**config.mk**
```make
export PLATFORM = sky130hd
export DESIGN_NAME = serial_adder
export DESIGN_NICKNAME = d
export VERILOG_FILES = /design/src/rtl/serial_adder.sv
export SDC_FILE = /design/constraint.sdc
export NUM_CORES = 1
export LEC_CHECK = 0
export ABC_CLOCK_PERIOD_IN_PS = 4600
export CAP_MARGIN = 20
export CORE_MARGIN = 4
export CORE_UTILIZATION = 57
export CTS_BUF_LIST = sky130_fd_sc_hd__clkbuf_4
export DETAILED_ROUTE_END_ITERATION = 10
export PLACE_DENSITY_LB_ADDON = 0.1
export SLEW_MARGIN = 20
export SYNTH_ARGS = -nofsm -noshare
export SYNTH_HDL_FRONTEND = slang
export SYNTH_SLANG_ARGS = --single-unit
```
**constraint.sdc**
```tcl
create_clock -name clk -period 4.6 [get_ports clk]
set_clock_uncertainty 0.15 [all_clocks]
set_input_delay 0.92 -clock clk [delete_from_list [all_inputs] [get_ports clk]]
set_output_delay 0.92 -clock clk [all_outputs]
set_load 0.01 [all_outputs]
```
**src/rtl/serial_adder.sv**
```systemverilog
// Bit-serial adder: one full-adder slice reused over WIDTH cycles with a
// registered carry, operands accepted via start and result flagged by done.
module serial_adder #(
    parameter int WIDTH = 8
) (
    input  logic             clk,
    input  logic             rst_n,
    input  logic             start,
    input  logic [WIDTH-1:0] A,
    input  logic [WIDTH-1:0] B,
    input  logic             Cin,
    output logic             busy,
    output logic             done,
    output logic [WIDTH-1:0] Sum,
    output logic             Carry
);

    localparam int CW = (WIDTH > 2) ? $clog2(WIDTH) : 1;
    localparam logic [CW-1:0] LAST = CW'(WIDTH - 1);

    typedef enum logic [1:0] {
        IDLE,
        ADD,
        DONE
    } state_t;

    state_t           state;
    state_t           state_next;
    logic [WIDTH-1:0] sa;
    logic [WIDTH-1:0] sb;
    logic [WIDTH-1:0] ps;
    logic [WIDTH-1:0] ps_next;
    logic             cr;
    logic [CW-1:0]    cnt;
    logic             s;
    logic             co;

    // Full adder from two half adders; ps_next drops the oldest bit off the bottom
    always_comb begin
        s       = sa[0] ^ sb[0] ^ cr;
        co      = (sa[0] & sb[0]) | (cr & (sa[0] ^ sb[0]));
        ps_next = {s, {(WIDTH-1){1'b0}}} | (ps >> 1);
    end

    always_ff @(posedge clk) begin
        if (!rst_n) begin
            state <= IDLE;
        end else begin
            state <= state_next;
        end
    end

    always_comb begin
        state_next = state;
        case (state)
            IDLE:    if (start) state_next = ADD;
            ADD:     if (cnt == LAST) state_next = DONE;
            DONE:    state_next = IDLE;
            default: state_next = IDLE;
        endcase
    end

    always_ff @(posedge clk) begin
        if (!rst_n) begin
            sa    <= '0;
            sb    <= '0;
            ps    <= '0;
            cr    <= 1'b0;
            cnt   <= '0;
            Sum   <= '0;
            Carry <= 1'b0;
        end else begin
            case (state)
                IDLE: begin
                    if (start) begin
                        sa  <= A;
                        sb  <= B;
                        cr  <= Cin;
                        ps  <= '0;
                        cnt <= '0;
                    end
                end
                ADD: begin
                    sa  <= sa >> 1;
                    sb  <= sb >> 1;
                    ps  <= ps_next;
                    cr  <= co;
                    cnt <= cnt + CW'(1);
                    // Result registers only move on the final slice
                    if (cnt == LAST) begin
                        Sum   <= ps_next;
                        Carry <= co;
                    end
                end
                default: begin
                end
            endcase
        end
    end

    assign busy = (state != IDLE);
    assign done = (state == DONE);

endmodule

```
## Yosys cells after proc, flatten, opt, wreduce, memory -nomap -nowiden

Cells that the tools add are included.

- Output and inout bits: 11
- Register bits: 39

- Mux-type cells: 13
- Equal/unequal tests: 5
- Reduce and logical (&&, ||, !) cells: 6
- Bitwise gates (word level): 6
- $add $sub $neg: 1

Operators with widths:

| operator | number |
|---|---|
| $pmux W8 S2 | 3 |
| $mux W8 | 3 |
| $or A8 B7 Y8 | 1 |
| $pmux W3 S2 | 1 |
| $reduce_and A2 Y1 | 3 |
| $mux W2 | 2 |
| $ne A2 B2 Y1 const B | 2 |
| $pmux W2 S2 | 1 |
| $reduce_bool A2 Y1 | 2 |
| $add A3 B1 Y3 const B | 1 |
| $eq A3 B3 Y1 const B | 1 |
| $mux W3 | 1 |
| $and A1 B1 Y1 | 2 |
| $eq A2 B1 Y1 const B | 1 |
| $eq A2 B2 Y1 const B | 1 |
| $logic_not A2 Y1 | 1 |
| $pmux W1 S2 | 1 |
| $xor A1 B1 Y1 | 2 |
| $mux W1 | 1 |
| $or A1 B1 Y1 | 1 |

## Logic depth before layout (Yosys ltp)

Gate-level depths: netlist of run 1.

- Depth in word-level cells: 4
- Depth in mapped cells: 6
- Gate-level depth less buffers: 5

## Worst setup path before layout of run 1

No wires, ideal clock.

- Path type: input port to flip-flop
- From: in start
- To: reg sb[5]
- Path buffers: 3
- Data arrival time: 1.890 ns
- Setup time: 0.086 ns
- Setup slack: 2.473 ns
- Stages on the path: 6
- Path through: buf_2 -> nor2_1 -> or3_1 -> buf_2 -> buf_6 -> a221oi_2

- Word-level cells in the longest chain between the ends: 2

Ends and longest elaborated chain:

| element | RTL line | source |
|---|---|---|
| start: declaration | 8 | `input logic start,` |
| $ne A2 B2 Y1 (no line) | - |  |
| $reduce_and A2 Y1 (no line) | - |  |
| end signal: assignment | 85 | `sb <= sb >> 1;` |
| end: declaration | 30 | `logic [WIDTH-1:0] sb;` |

No other way between the ends.
A chain may end at the register's enable or synchronous reset.

## Worst setup path after layout of run 1

- From: reg state[1]
- To: out busy

- Word-level cells in the longest chain between the ends: 1

Ends and longest elaborated chain:

| element | RTL line | source |
|---|---|---|
| start: declaration | 27 | `state_t state;` |
| start signal: assignment | 49 | `state <= state_next;` |
| $reduce_bool A2 Y1 | 101 | `assign busy = (state != IDLE);` |
| end: declaration | 12 | `output logic busy,` |

No other way between the ends.

==> results of run 1 <==
## sequential cells by signal, summed over array words and instances, names as in the netlist
signal  count
state       2
sb          8
Carry       1
cr          1
sa          8
Sum         8
cnt         3
ps          7
## per-layer routing
| metal | global-route usage, % | wire length (µm) | vias up | share of wire, % |
|---|---|---|---|---|
| met5 | 0 | 0 | - | 0 |
| met3 | 4.47 | 237 | 5 | 7.4 |
| met2 | 31.2 | 1550 | 50 | 49 |
| li1 | - | - | 645 | - |
| met4 | 7.28 | 46 | 0 | 1.4 |
| met1 | 22.6 | 1350 | 630 | 42 |
## cell type report
cell class	instances	area, µm²	share of cell area [%]
inverter	3	11.3	0.597
sequential	38	761	40.3
clock buffer	5	37.5	1.99
clock inverter	1	3.75	0.199
multi-input combinational	112	719	38.2
timing repair buffer	32	315	16.7
tap	30	37.5	1.99
## synthesized netlist by cell type (all sizes together)
cell | count | area share, %
o22ai | 9 | 3.6
o211ai | 9 | 4.3
ha | 2 | 1.6
nand2 | 19 | 4.6
o21ai | 20 | 6.4
mux2i | 10 | 6.4
nor3 | 1 | 0.32
inv | 3 | 0.72
nand3b | 1 | 0.48
nand4bb | 2 | 1.4
nor2 | 4 | 0.96
a211oi | 1 | 0.48
buf | 6 | 2.3
a21oi | 2 | 0.64
nor2b | 8 | 3.2
nand2b | 1 | 0.40
fa | 1 | 1.3
dfxtp | 38 | 49
nor3b | 6 | 2.9
or3 | 1 | 0.40
clkbuf | 9 | 2.2
a221oi | 6 | 3.8
nand3 | 9 | 2.9
## power by group through the flow
| stage | combinational [mW] | sequential (mW) | clock [mW] |
|---|---|---|---|
| floorplan | 0.0467 | 0.359 | 0 |
| global placement | 0.0683 | 0.360 | 0 |
| detailed placement | 0.0715 | 0.360 | 0 |
| CTS | 0.0717 | 0.353 | 0.156 |
| global route | 0.0792 | 0.355 | 0.169 |
| finish | 0.0714 | 0.353 | 0.150 |
## cell families (layout without fill, tap and decap cells)
logic type,Yosys count,after routing
DFF,38,38
and+or+nand+nor,52,52
AOI/OAI and AO/OA,47,47
buffers and inverters,18,41
adders and majority gates,3,3
muxes,10,10
## critical path, stage by stage (launching register included)
cell and delay, ns:
dfxtp_1 0.88, nor2_1 0.31, inv_1 0.11, clkdlybuf4s50_1 0.53
## worst min path at each step
stage / start / to / slack, ns / cells past startpoint
finish: sb[3] / sb[3] / 0.33 / 2
global route: Sum[5] / Sum[5] / 0.35 / 2
CTS: sb[2] / sb[2] / 0.33 / 2
detailed placement: sb[2] / sb[2] / 0.32 / 2
global placement: Sum[4] / Sum[4] / 0.31 / 2
floorplan: cnt[0] / cnt[0] / 0.29 / 1
==> summary.md, run 1 <==
| Metric | Value |
|---|---|
| Post-layout min period | `3.24 ns` |
| Detailed Place HPWL | `2140 µm` |
| Seq pwr share | `61.4%` |
| CTS root buffer | `clkbuf_4` |
| Post-cts resize count | `0` |
| First-pass GRT wire length | `5040 µm` |
| R2r setup slk | `2.47 ns` |
| Mapped Nets | `191` |
| First drt pass iteration count | `4` |
| CTS tree | `done` |
| Hold Slack | `0.330 ns` |
| Setup crit end | `busy` |
| Synthesized cell area | `1560 µm²` |
| Post-route cell area | `1890 µm²` |
| Drt via density | `6.02` |
| Max Fclk | `309 MHz` |
| FF-to-FF path depth | `4` |
| Mux contribution to synthesized area | `6.41%` |
| Grt total ovfl | `0` |
| DRT iter0 DRCs | `34` |
| Filler instances | `205` |
| Share of layout cells above drive strength 1 | `4.19%` |
| Yosys warns | `0` |
| Rel. slew slack | `44.3%` |
| Clock-pin slew on the worst setup and hold paths | `0.10 ns` |
| CTS Hold Bufs | `0` |
| Leakage | `0.668 nW` |
| Combinational Power Share | `12.4%` |
| Startpoint Class | `register` |
| Post-Synth Simple-Gate Area | `17.5%` |
| Setup violators final | `0` |
| CP startpoint | `state[1]` |
| Total GRT Usage | `18.4%` |
| Worst EP required | `3.53 ns` |
| CP max FO | `26` |
| Row count | `18` |
| Layout Area Growth over Synthesis | `20.8%` |
| Largest family of logic cells by synthesized area | `compound AO/OA/AOI/OAI gates` |
| Critical path class | `register to output pin` |
| Clock power share | `26.1%` |
| CTS Sinks | `38` |
| Gate Count Post-Synth | `168` |
| Reg2reg end | `sa[2]` |
| Placed cell count | `215` |
| Internal power | `0.433 mW` |
| Post-CTS setup buffer count | `0` |
| Setup TNS | `0 ns` |
| Clk_lat worst skew | `0.34 ns` |
| Die width | `60.3 µm` |
| Total Power | `0.575 mW` |
| DP Area | `1840 µm²` |
| Inserted Clock Buffers | `5` |
| Post-DRT Antenna Nets | `0` |
| Switching power | `0.142 mW` |
| CTS Buffer Depth | `2` |
| P per Cell Area | `305 nW/µm²` |
| Unique masters post-synth | `26` |
| HP Class | `register to register` |
| Hold Violations, Final | `0` |
| FF+latch count, synth | `38` |
| Vias | `1,330` |
| DRC errors left | `0` |
| Place WS | `1.47 ns` |
| Final Cycle Share | `70.4%` |
| CP arrival | `2.17 ns` |
| Crit end category | `output pin` |
| Initial antenna violation count | `0` |
| Area share of fa/ha/maj cells after synthesis | `2.88%` |
| PortBufs | `30` |
| Largest net degree at the start of global routing | `39` |
| Post-route insts no fill | `221` |
| Wire per inst | `14.4 µm` |
| Worst-margin pin slew | `0.834 ns` |
| Sw Ratio | `24.7%` |
| Commonest non-fill, non-tap cell in the layout | `dfxtp_1` |
| Vias in the first global route | `1,182` |
| Final Net Count | `215` |
| Final Util | `74.1%` |
| Final WS setup | `1.36 ns` |
| CORE AREA | `2540 µm²` |
| Outcome | `finished clean` |
| Initial Utilization | `61.4%` |
| H-Tree Depth | `2` |
| Die Y | `60.3 µm` |
| Post-synthesis sequential area ratio | `48.7%` |
| XOR/XNOR share of the synthesized area | `0%` |
| RR Startpoint | `state[0]` |
| WL final | `3190 µm` |
| Antenna fix cells | `0` |
| Peak supply drop | `0.255 mV` |
| Commonest non-fill, non-tap cells in the layout | `38 x dfxtp_1, 30 x clkdlybuf4s50_1, 19 x nand2_1, 19 x o21ai_0, 10 x mux2i_1` |
| Fin. max-slew vios | `0` |
| Compound-gate portion of the synthesized area | `19.2%` |
| RSZ-0062 raised after global routing | `false` |
| I/O pin cnt | `31` |
| Gpl congestion | `0.687` |
| Max Cap Viol | `0` |
| Syn_area_per_cell | `9.29 µm²` |
| Die area | `3640 µm²` |
No activity file was read; power rests on OpenSTA's default activity.
==> run 2, diff against run 1 <==
--- a/config.mk
+++ b/config.mk
@@ -5,10 +5,10 @@
 export SDC_FILE = /design/constraint.sdc
 export NUM_CORES = 1
 export LEC_CHECK = 0
-export ABC_CLOCK_PERIOD_IN_PS = 4600
+export ABC_CLOCK_PERIOD_IN_PS = 2820
 export CAP_MARGIN = 20
 export CORE_MARGIN = 4
-export CORE_UTILIZATION = 57
+export CORE_UTILIZATION = 47
 export CTS_BUF_LIST = sky130_fd_sc_hd__clkbuf_4
 export DETAILED_ROUTE_END_ITERATION = 10
 export PLACE_DENSITY_LB_ADDON = 0.1
==> constraint.sdc (replaced) <==
create_clock -name clk -period 2.82 [get_ports clk]
set_clock_uncertainty 0.15 [all_clocks]
set_input_delay 0.564 -clock clk [delete_from_list [all_inputs] [get_ports clk]]
set_output_delay 0.564 -clock clk [all_outputs]
set_load 0.01 [all_outputs]
==> summary.md, run 2 (synthesis results as in run 1) <==
| Metric | Value |
|---|---|
| WL final | `3260 µm (+2.3%)` |
| Switching power | `0.251 mW (+77%)` |
| Outcome | `finished clean` |
| Fin. max-slew vios | `0 (unchanged)` |
| I/O pin cnt | `31 (unchanged)` |
| Antenna fix cells | `0 (unchanged)` |
| Startpoint Class | `register` |
| Leakage | `0.687 nW (+2.9%)` |
| Detailed Place HPWL | `2180 µm (+1.8%)` |
| Internal power | `0.717 mW (+65%)` |
| Vias | `1,260 (-5.3%)` |
| Total GRT Usage | `16.8% (-1.6 points)` |
| DRC errors left | `0 (unchanged)` |
| Clk_lat worst skew | `0.35 ns (about the same)` |
| Die area | `4310 µm² (+18%)` |
| Row count | `20 (+2)` |
| Area occupied by multi-input gates | `719 µm² (unchanged)` |
| Grt total ovfl | `0 (unchanged)` |
| Share of layout cells above drive strength 1 | `6.63% (+2.4 points)` |
| RSZ-0062 raised after global routing | `false` |
| Commonest non-fill, non-tap cells in the layout | `38 x dfxtp_1, 30 x clkdlybuf4s50_1, 19 x nand2_1, 19 x o21ai_0, 10 x mux2i_1` |
| HP Class | `register to register` |
| CTS Buffer Depth | `2 (unchanged)` |
| Sw Ratio | `26.0% (+1.3 points)` |
| H-Tree Depth | `2 (unchanged)` |
| Rel. slew slack | `54.5% (+10 points)` |
| CTS tree | `done` |
| Commonest non-fill, non-tap cell in the layout | `dfxtp_1` |
| Seq pwr share | `59.5% (-1.9 points)` |
| Initial antenna violation count | `0 (unchanged)` |
| Clock-pin slew on the worst setup and hold paths | `0.12 ns (+0.02 ns)` |
| Reg area | `761 µm² (unchanged)` |
| CTS Hold Bufs | `0 (unchanged)` |
| Hold Violations, Final | `0 (unchanged)` |
| Peak supply drop | `0.311 mV (+22%)` |
| PortBufs | `30 (unchanged)` |
| CORE AREA | `3130 µm² (+23%)` |
| DRT iter0 DRCs | `97 (+190%)` |
| Post-layout min period | `2.60 ns` |
| Total Power | `0.968 mW (+68%)` |
| Setup TNS | `0 ns (unchanged)` |
| Gpl congestion | `0.730 (+6.3%)` |
| Final Cycle Share | `92.1%` |
| Setup violators final | `0 (unchanged)` |
| Filler instances | `300 (+46%)` |
| Critical path class | `register to output pin` |
| Vias in the first global route | `1,246 (+5.4%)` |
| Max Cap Viol | `0 (unchanged)` |
| Post-CTS setup buffer count | `0 (unchanged)` |
| CTS root buffer | `clkbuf_4` |
| Worst-margin pin slew | `0.680 ns (-0.155 ns)` |
| First-pass GRT wire length | `5600 µm (+11%)` |
| Crit end category | `output pin` |
| P per Cell Area | `499 nW/µm² (+64%)` |
| Post-DRT Antenna Nets | `0 (unchanged)` |
| First drt pass iteration count | `4 (unchanged)` |
| Die Y | `65.6 µm (+8.8%)` |
| Combinational Power Share | `12.5% (about the same)` |
| CP arrival | `1.88 ns (-0.29 ns)` |
| WHS Path Cells | `2 (unchanged)` |
| Initial Utilization | `49.9% (-11 points)` |
| CTS Sinks | `38 (unchanged)` |
| Wire per inst | `13.6 µm (-5.8%)` |
| Top flop regs | `Sum (8), sa (8), sb (8)` |
| Worst EP required | `2.11 ns (-1.42 ns)` |
| Drt via density | `5.25 (-13%)` |
| Die width | `65.6 µm (+8.8%)` |
| Largest net degree at the start of global routing | `38 (-2.6%)` |
| Inserted Clock Buffers | `5 (unchanged)` |
| FF-to-FF path depth | `4 (unchanged)` |
| Final Net Count | `218 (+1.4%)` |
| Max Fclk | `385 MHz` |
| Post-cts resize count | `0 (unchanged)` |
| CP max FO | `16 (-38%)` |
| Layout Area Growth over Synthesis | `24.1%` |
| Clock power share | `28.0% (+1.9 points)` |
run 2: routing by layer:
layer | wire length (µm) | vias to the layer above | GRT usage, %
li1 | - | 662 | -
met1 | 1570 | 561 | 21.5
met2 | 1470 | 34 | 26.7
met3 | 196 | 3 | 6.50
met4 | 23 | 0 | 3.89
met5 | 0 | - | 0
run 2: power by group through the flow:
stage               sequential, mW  clock [mW]  combinational, mW
floorplan                    0.585           0             0.0762
global placement             0.587           0              0.117
detailed placement           0.588           0              0.120
CTS                          0.576       0.277              0.121
global route                 0.579       0.309              0.134
finish                       0.576       0.271              0.121
run 2: final timing paths:
path / startpoint / to / slack, ns
worst max register to register: state[0] / sb[2] / 0.93
worst min-delay path: Sum[5] / Sum[5] / 0.33
worst min register to register: Sum[5] / Sum[5] / 0.33
worst max-delay path: state[1] / busy / 0.22
run 2: layout make-up:
cell class / count / area share, %
inverter: 3 / 0.581
sequential: 38 / 39.3
clock buffer: 5 / 1.94
tap: 44 / 2.84
clock inverter: 3 / 0.839
timing repair buffer: 35 / 17.4
multi-input combinational: 112 / 37.1
run 2: metrics by stage:
step / utilization (%) / cell area, µm² / setup slack (ns) / hold WS, ns / cells
CTS: 62.0 / 1940 / 0.222 / 0.332 / 240
global route: 62.0 / 1940 / 0.0695 / 0.349 / 240
detailed placement: 60.2 / 1880 / 0.448 / 0.315 / 232
floorplan: - / 1560 / 1.05 / 0.294 / 168
global placement: 60.2 / 1880 / 0.511 / 0.305 / 232
finish: 62.0 / 1940 / 0.222 / 0.329 / 240
run 2: worst max-delay path: stages (launching register included):
cell	delay, ns
dfxtp_1	0.65
nor2_1	0.26
inv_1	0.10
clkdlybuf4s50_1	0.53
==> run 3, diff against run 2 <==
--- a/config.mk
+++ b/config.mk
@@ -7,7 +7,6 @@
 export LEC_CHECK = 0
 export ABC_CLOCK_PERIOD_IN_PS = 2820
 export CAP_MARGIN = 20
-export CORE_MARGIN = 4
 export CORE_UTILIZATION = 47
 export CTS_BUF_LIST = sky130_fd_sc_hd__clkbuf_4
 export DETAILED_ROUTE_END_ITERATION = 10
==> summary.md, run 3 (synthesis results as in run 1) <==
| Metric | Value |
|---|---|
| FF-to-FF path depth | `3 (-1)` |
| Setup TNS | `0 ns (unchanged)` |
| Drt via density | `5.42 (+3.2%)` |
| Post-route cell area | `1960 µm² (+0.90%)` |
| CTS Hold Bufs | `0 (unchanged)` |
| Placed cell count | `232 (unchanged)` |
| Outcome | `finished clean` |
| Leakage | `0.697 nW (+1.4%)` |
| Gpl congestion | `0.751 (+2.8%)` |
| Final Net Count | `218 (unchanged)` |
| Max Cap Viol | `0 (unchanged)` |
| First-pass GRT wire length | `5040 µm (-10%)` |
| HP Class | `register to register` |
| Share of layout cells above drive strength 1 | `6.15% (-0.48 points)` |
| DRC errors left | `0 (unchanged)` |
| Die width | `59.6 µm (-9.1%)` |
| Startpoint Class | `register` |
| Fin. max-slew vios | `0 (unchanged)` |
| CORE AREA | `3100 µm² (-0.80%)` |
| Die area | `3560 µm² (-17%)` |
| RSZ-0062 raised after global routing | `false` |
| Initial antenna violation count | `0 (unchanged)` |
| WHS Path Cells | `2 (unchanged)` |
| I/O pin cnt | `31 (unchanged)` |
| Commonest non-fill, non-tap cells in the layout | `38 x dfxtp_1, 30 x clkdlybuf4s50_1, 19 x nand2_1, 19 x o21ai_0, 10 x mux2i_1` |
| CTS Buffer Depth | `2 (unchanged)` |
| Final Util | `63.0% (+1.1 points)` |
| Clk_lat worst skew | `0.34 ns (about the same)` |
| RR Startpoint | `state[1]` |
| P per Cell Area | `534 nW/µm² (+6.9%)` |
| Initial Utilization | `50.3% (+0.40 points)` |
| Max Fclk | `407 MHz (+5.6%)` |
| Crit end category | `output pin` |
| Vias | `1,295 (+2.8%)` |
| Vias in the first global route | `1,142 (-8.3%)` |
| Antenna fix cells | `0 (unchanged)` |
| R2r setup slk | `0.96 ns (+0.03 ns)` |
| Worst Min Path Start | `sb[5]` |
| Post-route insts no fill | `239 (-0.42%)` |
| Rel. slew slack | `61.0% (+6.5 points)` |
| Reg area | `761 µm² (unchanged)` |
| CTS Sinks | `38 (unchanged)` |
| Wire per inst | `12.7 µm (-6.3%)` |
| Setup violators final | `0 (unchanged)` |
| Clock-pin slew on the worst setup and hold paths | `0.11 ns (about the same)` |
| Die Y | `59.6 µm (-9.1%)` |
| Critical path class | `register to output pin` |
| Total Power | `1.04 mW (+7.9%)` |
| Post-cts resize count | `0 (unchanged)` |
| Hold Violations, Final | `0 (unchanged)` |
| H-Tree Depth | `2 (unchanged)` |
| Worst-margin pin slew | `0.583 ns (-0.0965 ns)` |
| CTS root buffer | `clkbuf_4` |
| Place WS | `0.365 ns (-0.0824 ns)` |
| Inserted Clock Buffers | `5 (unchanged)` |
| Cells along the critical path | `nor2_1 -> inv_1 -> clkdlybuf4s50_1` |
| CTS tree | `done` |
| First drt pass iteration count | `4 (unchanged)` |
| Reg2reg end | `sb[3]` |
| WL final | `3050 µm (-6.7%)` |
| Final WS setup | `0.361 ns (+0.138 ns)` |
| PortBufs | `30 (unchanged)` |
| Grt total ovfl | `0 (unchanged)` |
| Detailed Place HPWL | `2050 µm (-6.0%)` |
| Row count | `20 (unchanged)` |
| Post-DRT Antenna Nets | `0 (unchanged)` |
| Layout Area Growth over Synthesis | `25.2%` |
| CP arrival | `1.75 ns (-0.13 ns)` |
| Critical path's slowest cell | `clkdlybuf4s50_1` |
| Post-CTS setup buffer count | `0 (unchanged)` |
| Hold Slack | `0.330 ns (+0.000300 ns)` |
| Total GRT Usage | `19.2% (+2.4 points)` |
| Area occupied by multi-input gates | `719 µm² (unchanged)` |
| Worst EP required | `2.11 ns (about the same)` |
| Top flop regs | `Sum (8), sa (8), sb (8)` |
| DRT iter0 DRCs | `60 (-38%)` |
| Hold path endpoint | `sb[5]` |
| DP Area | `1880 µm² (unchanged)` |
| Commonest non-fill, non-tap cell in the layout | `dfxtp_1` |
| Largest net degree at the start of global routing | `38 (unchanged)` |
| Filler instances | `286 (-4.7%)` |
| CP max FO | `11 (-5)` |
| Slowest cell delay on critical path | `0.49 ns (-0.16 ns)` |
| Peak supply drop | `0.320 mV (+3.1%)` |
| Final Cycle Share | `87.2% (-4.9 points)` |
| Post-layout min period | `2.46 ns (-0.138 ns)` |
run 3: area by class of cell:
type | count | area share [%]
Clock buffer | 5 | 1.92
Clock inverter | 2 | 1.73
Inverter | 3 | 0.576
Multi-Input combinational cell | 112 | 36.8
Sequential cell | 38 | 38.9
Tap cell | 44 | 2.82
Timing Repair Buffer | 35 | 17.3
run 3: worst max-delay path by stage:
| stage | to | startpoint | slack (ns) |
|---|---|---|---|
| floorplan | sb[5] | start | 1.05 |
| global route | busy | state[1] | 0.21 |
| finish | busy | state[1] | 0.36 |
| global placement | sb[1] | start | 0.45 |
| CTS | busy | state[1] | 0.32 |
| detailed placement | sb[0] | start | 0.37 |
run 3: worst max-delay path: cells and delay by family (launching register included):
family	cells	cell delay, ns
buffers and inverters	2	0.57
flip-flops	1	0.44
AND/OR/NAND/NOR	1	0.41
run 3: metal layers:
metal | track usage (%) | wire [µm] | vias to the layer above
met2 | 31.1 | 1420 | 24
met1 | 23.4 | 1470 | 613
met3 | 8.52 | 134 | 4
met5 | 0 | 0 | -
met4 | 3.99 | 24 | 0
li1 | - | - | 654
run 3: report_power, final:
part	leakage (nW)	switching [mW]	total [mW]	internal (mW)
Clock	0.0387	0.170	0.349	0.179
Combinational	0.348	0.0562	0.118	0.0620
Sequential	0.310	0.0147	0.577	0.562
Total	0.697	0.241	1.04	0.803
==> RTL edit: new RTL, flow settings as in run 1 <==
Reset style: asynchronous (`rst_n`), changed in 2 clocked blocks.
--- a/src/rtl/serial_adder.sv
+++ b/src/rtl/serial_adder.sv
@@ -42,7 +42,7 @@
         ps_next = {s, {(WIDTH-1){1'b0}}} | (ps >> 1);
     end
 
-    always_ff @(posedge clk) begin
+    always_ff @(posedge clk or negedge rst_n) begin
         if (!rst_n) begin
             state <= IDLE;
         end else begin
@@ -60,7 +60,7 @@
         endcase
     end
 
-    always_ff @(posedge clk) begin
+    always_ff @(posedge clk or negedge rst_n) begin
         if (!rst_n) begin
             sa    <= '0;
             sb    <= '0;
Behaviour: differs if rst_n is asserted again (counterexample within 4 cycles, from zero or initial values and one cycle with rst_n low); with rst_n held inactive, the same outputs for 10 cycles.
==> RTL edit against run 1 <==
- setup slack gained 0.26 ns
- critical path depth shrank 1
- synthesized area grew 9.7%
- synthesized cell count shrank 26%
- wire length shrank 5.0%
- sequential share of layout area grew 6.6 points
- design area grew 7.4%
- hold slack gained 0.0063 ns
- sequential cell count is the same
- critical path type unchanged
- highest routed layer unchanged
Power is not compared: it rests on default switching activity, and its combinational part moved more than twofold at a synthesized area within 25%.
==> RTL edit: results (changes against run 1) <==
| Metric | Value |
|---|---|
| Share of layout cells above drive strength 1 | `20.3% (+16 points)` |
| Drt initial violations | `54 (+59%)` |
| Ys flop type | `dfrtp_1` |
| Port bufs | `30 (unchanged)` |
| Reg-to-Reg End | `sb[1]$_DFFE_PN0P_` |
| Highest-delay cell along the critical path | `dfrtp_1` |
| Slew HR | `44.2% (-0.13 points)` |
| Commonest cells in the synthesized netlist | `dfrtp_1 (38), o221a_2 (12), or4b_1 (12), a22o_1 (9), mux2_2 (9)` |
| Hold path start | `cnt[0]$_DFFE_PN0P_` |
| Count of cell types in the netlist | `27 (+3.8%)` |
| Post-Syn Nets | `147 (-23%)` |
| Family with the most delay on the worst path | `flip-flops` |
| Post-Synthesis Cells | `124 (-26%)` |
| RR Startpoint | `state[0]$_DFFE_PN0P_` |
| Crit Path Max Fanout | `29 (+12%)` |
| Flop2flop setup slack | `2.56 ns (+0.09 ns)` |
| Max H-tree Level | `2 (unchanged)` |
| Placement Cell Area | `1980 µm² (+7.6%)` |
| Mean routed wirelength per cell | `16.9 µm (+17%)` |
| Hpwl dp | `2080 µm (-3.3%)` |
| First-pass GRT wire length | `5420 µm (+7.7%)` |
| Fillcell total | `216 (+5.4%)` |
| Asr flop ratio synth | `100% (+100 points)` |
| Num CTS Buffers | `5 (unchanged)` |
| Hold path depth | `1 (-1)` |
| Worst hold slack | `0.337 ns (+0.00633 ns)` |
| Slowest stage delay, CP | `0.83 ns (-0.05 ns)` |
| DR vias/cell | `6.31 (+4.8%)` |
| Synth top area cells | `dfrtp_1 (56%), o221a_2 (7.9%), or4b_1 (7.0%), mux2_2 (5.9%), a22o_1 (4.6%)` |
| Final std cells w/o fill | `179 (-19%)` |
| Placed cell count | `173 (-20%)` |
| Most frequent cell after synthesis | `dfrtp_1` |
| WHS Endpoint | `cnt[0]$_DFFE_PN0P_` |
| Number of global-route vias before repair | `1,164 (-1.5%)` |
| Sequential-to-total area share from yosys stat | `55.5% (+6.8 points)` |
| Arrival time at the worst endpoint | `1.91 ns (-0.26 ns)` |
| Antenna Cells | `0 (unchanged)` |
| Final Wtd Congestion | `0.703 (+2.2%)` |
| Status | `completed` |
| R2R depth | `2 (-2)` |
| Gr usage total | `17.2% (-1.2 points)` |
## RTL edit: stage by stage
stage | utilization (%) | worst slack, ns | total power [W]
3_5_place_dp | 70.7 | 1.67 | 0.00109
4_1_cts | 72.2 | 1.61 | 0.00123
5_1_grt | 72.2 | 1.48 | 0.00132
3_3_place_gp | 70.7 | 1.77 | 0.00106
2_1_floorplan | - | 2.55 | 0.000928
6_report | 72.2 | 1.62 | 0.00123
## RTL edit: worst max path at each step
stage | start | end | slack [ns] | depth (start not counted)
2_1_floorplan | state[0]$_DFFE_PN0P_ | busy | 2.55 | 3
4_1_cts | state[0]$_DFFE_PN0P_ | busy | 1.61 | 2
3_5_place_dp | start | sb[0]$_DFFE_PN0P_ | 1.67 | 3
6_report | state[0]$_DFFE_PN0P_ | busy | 1.62 | 2
5_1_grt | state[0]$_DFFE_PN0P_ | busy | 1.48 | 2
3_3_place_gp | start | sb[0]$_DFFE_PN0P_ | 1.77 | 3
## RTL edit: cell families (layout without fill, tap and decap cells)
group	Yosys count	in the layout	share of synthesized area, %
adder cells (fa/ha/maj)	3	3	2.63
AO/OA/AOI/OAI	29	29	16.3
buffers and inverters	17	41	5.26
AND/OR/NAND/NOR	27	27	13.8
multiplexers	10	10	6.50
flip-flops	38	38	55.5
## RTL edit: metal layers
layer	GRT usage, %	wire length [µm]	part of all wire (%)	vias to the layer above
met5	0	0	0	-
met4	6.34	42	1.4	0
met3	5.22	195	6.4	5
met2	25.7	1380	46	41
met1	23.7	1410	47	556
li1	-	-	-	527
## RTL edit: power breakdown
group          leakage, nW  total (W)  internal, W  switching (W)
Combinational        0.383   0.000472     0.000290       0.000182
Sequential           0.464   0.000605     0.000484       0.000121
Clock               0.0246   0.000148    0.0000522      0.0000958
Total                0.872    0.00123     0.000827       0.000398
## RTL edit: final cells by class
class,count,area (µm²),area share [%]
Clock buffer,5,37.5,1.85
Multi-Input combinational cell,69,672,33.2
Timing Repair Buffer,31,308,15.2
Clock inverter,1,3.75,0.185
Inverter,4,15.0,0.741
Sequential cell,38,951,46.9
Tap cell,31,38.8,1.91
